[src/rtl/burst_memory_pkg.sv]
`default_nettype none
// ============================================================================
// Module   : burst_memory_pkg
// Brief    : Shared types, defaults and address-wrap helper for burst_memory.
// Revision : 1.0 - initial release
// ============================================================================
package burst_memory_pkg;

    typedef enum logic [1:0] {
        IDLE   = 2'd0,
        WBURST = 2'd1,
        RBURST = 2'd2
    } state_t;

    localparam int c_DEF_WIDTH      = 32;
    localparam int c_DEF_DEPTH      = 16;
    localparam int c_DEF_ADDR_WIDTH = 4;
    localparam int c_DEF_LEN_WIDTH  = 4;
    localparam int c_DEF_RD_LAT     = 1;
    localparam int c_DEF_CLEAR      = 1;

    // Incrementing word address that wraps from depth-1 back to 0.
    function automatic logic [31:0] next_addr(input logic [31:0] addr,
                                              input int unsigned depth);
        return (addr >= depth - 32'd1) ? 32'd0 : addr + 32'd1;
    endfunction

endpackage
`default_nettype wire

[src/rtl/burst_memory_rdpipe.sv]
`default_nettype none
// ============================================================================
// Module   : burst_memory_rdpipe
// Brief    : RD_LAT-stage {valid, data} delay line; data holds when not valid.
// Revision : 1.0 - initial release
// ============================================================================
module burst_memory_rdpipe #(
    parameter int WIDTH  = 32,
    parameter int RD_LAT = 1
) (
    input  logic             clk,
    input  logic             res,
    input  logic             in_valid,
    input  logic [WIDTH-1:0] in_data,
    output logic             out_valid,
    output logic [WIDTH-1:0] out_data
);

    for (genvar j = 0; j < RD_LAT; j++) begin : g_stage
        logic             w_in_vld;
        logic [WIDTH-1:0] w_in_dat;
        logic             r_vld;
        logic [WIDTH-1:0] r_dat;

        if (j == 0) begin : g_first
            assign w_in_vld = in_valid;
            assign w_in_dat = in_data;
        end else begin : g_next
            assign w_in_vld = g_stage[j-1].r_vld;
            assign w_in_dat = g_stage[j-1].r_dat;
        end

        // Data only advances with a valid beat so the last stage holds rdata.
        always_ff @(posedge clk) begin
            if (res) begin
                r_vld <= 1'b0;
                r_dat <= '0;
            end else begin
                r_vld <= w_in_vld;
                if (w_in_vld) begin
                    r_dat <= w_in_dat;
                end
            end
        end
    end

    assign out_valid = g_stage[RD_LAT-1].r_vld;
    assign out_data  = g_stage[RD_LAT-1].r_dat;

endmodule
`default_nettype wire

[src/rtl/burst_memory.sv]
`default_nettype none
// ============================================================================
// Module   : burst_memory
// Brief    : Single-port burst memory with byte strobes, wrap and read latency.
// Revision : 1.0 - initial release
// ============================================================================
module burst_memory
    import burst_memory_pkg::*;
#(
    parameter int WIDTH          = c_DEF_WIDTH,
    parameter int DEPTH          = c_DEF_DEPTH,
    parameter int ADDR_WIDTH     = c_DEF_ADDR_WIDTH,
    parameter int LEN_WIDTH      = c_DEF_LEN_WIDTH,
    parameter int RD_LAT         = c_DEF_RD_LAT,
    parameter int CLEAR_ON_RESET = c_DEF_CLEAR
) (
    input  logic                  clk,
    input  logic                  res,
    input  logic                  valid,
    output logic                  ready,
    input  logic                  wr_rd,
    input  logic [ADDR_WIDTH-1:0] addr,
    input  logic [LEN_WIDTH-1:0]  len,
    input  logic [WIDTH-1:0]      wdata,
    input  logic [WIDTH/8-1:0]    wstrb,
    output logic [WIDTH-1:0]      rdata,
    output logic                  rvalid,
    output logic                  err
);

    localparam int                  c_BYTES = WIDTH / 8;
    localparam logic [ADDR_WIDTH:0] c_DEPTH = (ADDR_WIDTH + 1)'(DEPTH);

    logic [WIDTH-1:0]      r_mem [DEPTH];
    state_t                r_state;
    logic [ADDR_WIDTH-1:0] r_addr;
    logic [LEN_WIDTH-1:0]  r_rem;
    logic                  r_ready;
    logic                  r_err;

    logic                  w_fire;
    logic                  w_in_range;
    logic                  w_issue;
    logic                  w_wr;
    logic [ADDR_WIDTH-1:0] w_acc_addr;
    logic [ADDR_WIDTH-1:0] w_next_addr;
    logic [WIDTH-1:0]      w_rd_word;

    assign w_fire      = valid && r_ready;
    assign w_in_range  = ({1'b0, addr} < c_DEPTH);
    assign w_next_addr = ADDR_WIDTH'(next_addr(32'(w_acc_addr), DEPTH));
    assign w_rd_word   = r_mem[w_acc_addr];

    // Single access port: a write, a read issue, or nothing, at w_acc_addr.
    always_comb begin
        w_issue    = 1'b0;
        w_wr       = 1'b0;
        w_acc_addr = r_addr;
        case (r_state)
            IDLE: begin
                w_acc_addr = addr;
                if (w_fire && w_in_range) begin
                    w_wr    = wr_rd;
                    w_issue = !wr_rd;
                end
            end
            WBURST:  w_wr    = w_fire;
            RBURST:  w_issue = 1'b1;
            default: ;
        endcase
    end

    always_ff @(posedge clk) begin
        if (res) begin
            r_state <= IDLE;
            r_ready <= 1'b0;
            r_err   <= 1'b0;
            r_addr  <= '0;
            r_rem   <= '0;
        end else begin
            r_ready <= 1'b1;
            r_err   <= 1'b0;
            case (r_state)
                IDLE: begin
                    if (w_fire) begin
                        if (!w_in_range) begin
                            r_err <= 1'b1;
                        end else begin
                            r_addr <= w_next_addr;
                            r_rem  <= len;
                            if (len != '0) begin
                                r_state <= wr_rd ? WBURST : RBURST;
                                if (!wr_rd) begin
                                    r_ready <= 1'b0;
                                end
                            end
                        end
                    end
                end
                WBURST: begin
                    if (w_fire) begin
                        r_addr <= w_next_addr;
                        r_rem  <= r_rem - LEN_WIDTH'(1);
                        if (r_rem == LEN_WIDTH'(1)) begin
                            r_state <= IDLE;
                        end
                    end
                end
                RBURST: begin
                    r_addr <= w_next_addr;
                    r_rem  <= r_rem - LEN_WIDTH'(1);
                    if (r_rem == LEN_WIDTH'(1)) begin
                        r_state <= IDLE;
                    end else begin
                        r_ready <= 1'b0;
                    end
                end
                default: r_state <= IDLE;
            endcase
        end
    end

    always_ff @(posedge clk) begin
        if (res) begin
            if (CLEAR_ON_RESET != 0) begin
                for (int i = 0; i < DEPTH; i++) begin
                    r_mem[i] <= '0;
                end
            end
        end else if (w_wr) begin
            for (int b = 0; b < c_BYTES; b++) begin
                if (wstrb[b]) begin
                    r_mem[w_acc_addr][8*b +: 8] <= wdata[8*b +: 8];
                end
            end
        end
    end

    // Array is sampled at the issue edge; later writes cannot alter the beat.
    burst_memory_rdpipe #(
        .WIDTH  (WIDTH),
        .RD_LAT (RD_LAT)
    ) u_rdpipe (
        .clk       (clk),
        .res       (res),
        .in_valid  (w_issue),
        .in_data   (w_rd_word),
        .out_valid (rvalid),
        .out_data  (rdata)
    );

    assign ready = r_ready;
    assign err   = r_err;

endmodule
`default_nettype wire

[config.mk]
export PLATFORM = sky130hd
export DESIGN_NAME = burst_memory
export DESIGN_NICKNAME = d
export VERILOG_FILES = /design/src/rtl/burst_memory_pkg.sv /design/src/rtl/burst_memory_rdpipe.sv /design/src/rtl/burst_memory.sv
export SDC_FILE = /design/constraint.sdc
export NUM_CORES = 1
export LEC_CHECK = 0
export ABC_AREA = 1
export CORE_UTILIZATION = 50
export DETAILED_ROUTE_END_ITERATION = 10
export DONT_BUFFER_PORTS = 1
export PLACE_DENSITY = 0.63
export SYNTH_ARGS = -nofsm -noshare
export SYNTH_HDL_FRONTEND = slang
export SYNTH_SLANG_ARGS = --single-unit
[constraint.sdc]
create_clock -name clk -period 4.2 [get_ports clk]
set_input_delay 0.63 -clock clk [delete_from_list [all_inputs] [get_ports clk]]
set_output_delay 0.63 -clock clk [all_outputs]
set_load 0.02 [all_outputs]
==> impl_results.html <==
<table>
<tr><th>Metric</th><th>Value</th></tr>
<tr><th colspan="2">Run status</th></tr>
<tr><td>Status</td><td>finished, final reports clean</td></tr>
<tr><th colspan="2">Timing</th></tr>
<tr><td>Final setup fails</td><td>0</td></tr>
<tr><td>Hold WS</td><td>0.0731 ns</td></tr>
<tr><td>Tcrit/Tclk final</td><td>0.931</td></tr>
<tr><td>Worst max-slew margin expressed relative to the limit</td><td>0.308</td></tr>
<tr><td>Setup Skew</td><td>0.0130 ns</td></tr>
<tr><td>Maximum clock frequency</td><td>256 MHz</td></tr>
<tr><td>Slew at the pin closest to its max-slew limit</td><td>1.04 ns</td></tr>
<tr><td>RSZ-0062 raised after global routing</td><td>no</td></tr>
<tr><td>Setup total negative slack</td><td>0 ns</td></tr>
<tr><td>Max-slew violation total from the final report</td><td>0</td></tr>
<tr><td>Endpoints failing hold</td><td>0</td></tr>
<tr><td>Final critical-path setup slack</td><td>0.290 ns</td></tr>
<tr><td>Min cycle time layout</td><td>3.91 ns</td></tr>
<tr><th colspan="2">Synthesis</th></tr>
<tr><td>Net count after synthesis</td><td>3105</td></tr>
<tr><td>Share of synthesized area occupied by flip-flops and latches</td><td>0.608</td></tr>
<tr><td>Synthesized instance count</td><td>3048</td></tr>
<tr><td>Count of unique library cells instantiated by Yosys</td><td>27</td></tr>
<tr><td>Syn Area/Cell</td><td>8.77 um^2</td></tr>
<tr><td>Share of Yosys cell area claimed by the top area cell type</td><td>0.575</td></tr>
<tr><td>Yosys Warn Count</td><td>0</td></tr>
<tr><td>Share of synthesized cell area in full adder, half adder and majority cells</td><td>0.00421</td></tr>
<tr><td>Leading cell types by total area after synthesis</td><td>edfxtp_1 (58%), nand3_1 (9.7%), nand2_1 (9.1%)</td></tr>
<tr><td>Post-Synthesis Cell Area</td><td>26700 um^2</td></tr>
<tr><td>Most area-hungry cell type in the Yosys netlist</td><td>edfxtp_1</td></tr>
<tr><td>Number of register bits inferred by synthesis</td><td>556</td></tr>
<tr><td>Fraction of synthesized cell area in xor and xnor cells</td><td>0.000983</td></tr>
<tr><td>Combinational family with the most area after synthesis</td><td>simple AND/OR/NAND/NOR gates</td></tr>
<tr><td>Compound-Gate Fraction of Synth Area</td><td>0.0117</td></tr>
<tr><td>Portion of netlist area occupied by mux cells</td><td>0</td></tr>
<tr><td>Area fraction in and, or, nand and nor cells after synthesis</td><td>0.289</td></tr>
<tr><th colspan="2">Detailed routing</th></tr>
<tr><td>Count of vias placed by the detailed router</td><td>20542</td></tr>
<tr><td>Detail-routed via count per cell</td><td>5.54</td></tr>
<tr><td>Number of search-and-repair iterations in the first detailed-routing pass</td><td>8</td></tr>
<tr><td>Final antenna-violating net count</td><td>0</td></tr>
<tr><td>DRC violation count after routing</td><td>0</td></tr>
<tr><td>Routed wirelength normalized by instance count</td><td>20.1 um</td></tr>
<tr><td>WL final</td><td>74700 um</td></tr>
<tr><td>Drt initial violations</td><td>2264</td></tr>
<tr><th colspan="2">Critical path</th></tr>
<tr><td>Top fanout value on the critical path</td><td>30</td></tr>
<tr><td>Critical path startpoint category</td><td>register</td></tr>
<tr><td>Register-to-Register Setup Slack</td><td>0.29 ns</td></tr>
<tr><td>Slowest Stage Delay on Critical Path</td><td>0.71 ns</td></tr>
<tr><td>Endpoint required time on the critical path</td><td>4.49 ns</td></tr>
<tr><td>Slowest-stage cell, CP</td><td>nor2_1</td></tr>
<tr><td>Crit path arrival time</td><td>4.20 ns</td></tr>
<tr><td>Critical path endpoint category</td><td>register</td></tr>
<tr><td>Critical path, cell by cell</td><td>inv_1, ha_1, inv_1, nand2_4, nand2_4, inv_2, ha_1, inv_1, nor2_1, nand2_1, nand2_1</td></tr>
<tr><td>CP dominant cell by count</td><td>inv_1</td></tr>
<tr><td>Critical Setup Path Class</td><td>register to register</td></tr>
<tr><th colspan="2">Clock tree</th></tr>
<tr><td>H-Tree Depth</td><td>2</td></tr>
<tr><td>Total clock sinks</td><td>556</td></tr>
<tr><td>Clock root buffer master</td><td>clkbuf_16</td></tr>
<tr><td>Clock slew at reported path FFs</td><td>0.06 ns</td></tr>
<tr><td>Clock latency at the later pin of the worst-skew pair</td><td>0.62 ns</td></tr>
<tr><td>Total CTS buffers</td><td>58</td></tr>
<tr><td>Clock tree from TritonCTS</td><td>done</td></tr>
<tr><td>Maximum number of buffers from clock root to sink</td><td>3</td></tr>
<tr><th colspan="2">Cells and area</th></tr>
<tr><td>Area occupied by multi-input gates</td><td>8250 um^2</td></tr>
<tr><td>Area delta synth-&gt;final</td><td>9.16%</td></tr>
<tr><td>Most frequent standard cell in the layout excluding fill and tap cells</td><td>nand2_1</td></tr>
<tr><td>Sequential Area</td><td>16300 um^2</td></tr>
<tr><td>Proportion of layout cells with a drive suffix above 1</td><td>0.0563</td></tr>
<tr><td>Commonest non-fill, non-tap cells in the layout</td><td>nand2_1 (646), nor2_1 (595), nand3_1 (518)</td></tr>
<tr><td>Number of filler instances in the final layout</td><td>4692</td></tr>
<tr><td>Nets</td><td>3031</td></tr>
<tr><td>Layout Cells excl Fill</td><td>3711</td></tr>
<tr><th colspan="2">Floorplan</th></tr>
<tr><td>Chip width</td><td>233 um</td></tr>
<tr><td>Count of pins on the block boundary</td><td>83</td></tr>
<tr><td>Die height</td><td>233 um</td></tr>
<tr><td>Die ar.</td><td>54400 um^2</td></tr>
<tr><td>Site Rows</td><td>84</td></tr>
<tr><td>Starting Density</td><td>0.508</td></tr>
<tr><td>Core Box Area</td><td>52700 um^2</td></tr>
<tr><th colspan="2">Pwr</th></tr>
<tr><td>Switching power share of the total</td><td>0.391</td></tr>
<tr><td>Leakage power summed over all cells</td><td>12.8 nW</td></tr>
<tr><td>Total power consumption of the routed design</td><td>18.3 mW</td></tr>
<tr><td>Power share of the sequential group</td><td>0.367</td></tr>
<tr><td>Int Pwr</td><td>11.2 mW</td></tr>
<tr><td>Net switching power</td><td>7.15 mW</td></tr>
<tr><td>Share of power burned in combinational logic</td><td>0.346</td></tr>
<tr><td>IR Drop Worst-Case VDD</td><td>0.000744 V</td></tr>
<tr><td>Share of total power in the clock network</td><td>0.287</td></tr>
<tr><td>Pwr Density</td><td>627 nW/um^2</td></tr>
<tr><th colspan="2">Global route</th></tr>
<tr><td>Pin count of the biggest net entering global routing</td><td>193</td></tr>
<tr><td>Vias in the first global route</td><td>19098</td></tr>
<tr><td>Global routing usage summed across all routing layers</td><td>0.276</td></tr>
<tr><td>Global-route wire length before repair</td><td>113000 um</td></tr>
<tr><td>Overflow left after global routing</td><td>0</td></tr>
<tr><td>Antenna violations before repair</td><td>1</td></tr>
<tr><th colspan="2">Place</th></tr>
<tr><td>Placer Congestion</td><td>0.872</td></tr>
<tr><td>Worst slack after detailed placement</td><td>0.225 ns</td></tr>
<tr><td>Total placed cells including tap cells</td><td>3602</td></tr>
<tr><td>Count of buffers inserted at the top-level ports</td><td>0</td></tr>
<tr><td>Post-detail-place hpwl</td><td>45500 um</td></tr>
<tr><th colspan="2">Job</th></tr>
<tr><td>Maximum capacitance violations</td><td>0</td></tr>
<tr><th colspan="2">Worst hold path</th></tr>
<tr><td>Tightest Hold Check Type</td><td>primary input to register</td></tr>
</table>
layer usage:
layer  global-route usage  up-vias  share of wire
met5                    0        -              0
met4               0.0958        0          0.028
met3               0.0431      145          0.085
met2                0.435      951           0.47
met1                0.387     9805           0.42
li1                     -     9641              -
repair_timing:
| item | CTS | global route |
|---|---|---|
| resized for setup | 0 | 1 |
| buffers inserted | 0 | 0 |
| hold buffers | 0 | 0 |
| endpoints found under the setup margin | 0 | 32 |
per-stage QoR:
step                      utilization  area [um^2]
after CTS                       0.554        29200
final                           0.554        29200
after detailed placement        0.518        27300
after floorplan                     -        26700
after global routing            0.554        29200
after global placement          0.518        27300
state kept, by name (all words and copies together), names as in the netlist:
name                cells
u_rdpipe.out_data      32
r_state                 2
r_addr                  4
u_rdpipe.out_valid      1
r_mem                 512
r_rem                   4
ready                   1
cell type report:
| type | count | area share |
|---|---|---|
| clock inverter | 19 | 0.00750 |
| inverter | 418 | 0.0539 |
| timing repair buffer | 41 | 0.0110 |
| multi-input combinational | 1899 | 0.283 |
| antenna | 1 | 0.0000857 |
| clock buffer | 89 | 0.0584 |
| tap | 688 | 0.0295 |
| sequential | 556 | 0.557 |
worst paths after layout:
check	startpoint	end	cells after the start
setup / recovery	r_state[1]$_SDFFE_PP0P_	r_mem[8][27]$_SDFFCE_PN0P_	11
hold / removal	res	r_addr[3]$_SDFFE_PP0P_	1
setup reg to reg	r_state[1]$_SDFFE_PP0P_	r_mem[8][27]$_SDFFCE_PN0P_	11
hold reg to reg	r_rem[2]$_SDFFE_PP0P_	r_rem[2]$_SDFFE_PP0P_	2
power by group through the flow:
stage | sequential, mW | clock [mW] | combinational (mW)
finish | 6.72 | 5.24 | 6.33
floorplan | 6.77 | 0 | 4.26
global placement | 6.83 | 0 | 6.16
global route | 6.76 | 5.48 | 6.92
CTS | 6.72 | 5.29 | 6.25
detailed placement | 6.84 | 0 | 6.23
synth_stat cells, drive strengths merged:
master,n
nand2,666
nor2,612
nand3,518
edfxtp,512
inv,418
clkbuf,113
buf,62
dfxtp,44
o21ai,42
nand3b,32
a21oi,10
ha,9
xor2,3
a211oi,2
o211ai,2
a31oi,1
conb,1
o31a,1
critical path: cells and delay by family (launching register included):
family / cells / cell delay (ns)
flops: 1 / 0.32
fa+ha+maj: 2 / 0.70
simple gates: 5 / 1.96
buf+inv: 4 / 0.59
cell families after synthesis:
kind of cell    after synthesis
flops                       556
xor+xnor                      3
buf+inv                     593
simple gates               1828
compound gates               58
other cells                   1
fa+ha+maj                     9
Note: power is estimated with default switching activity, not from simulation.
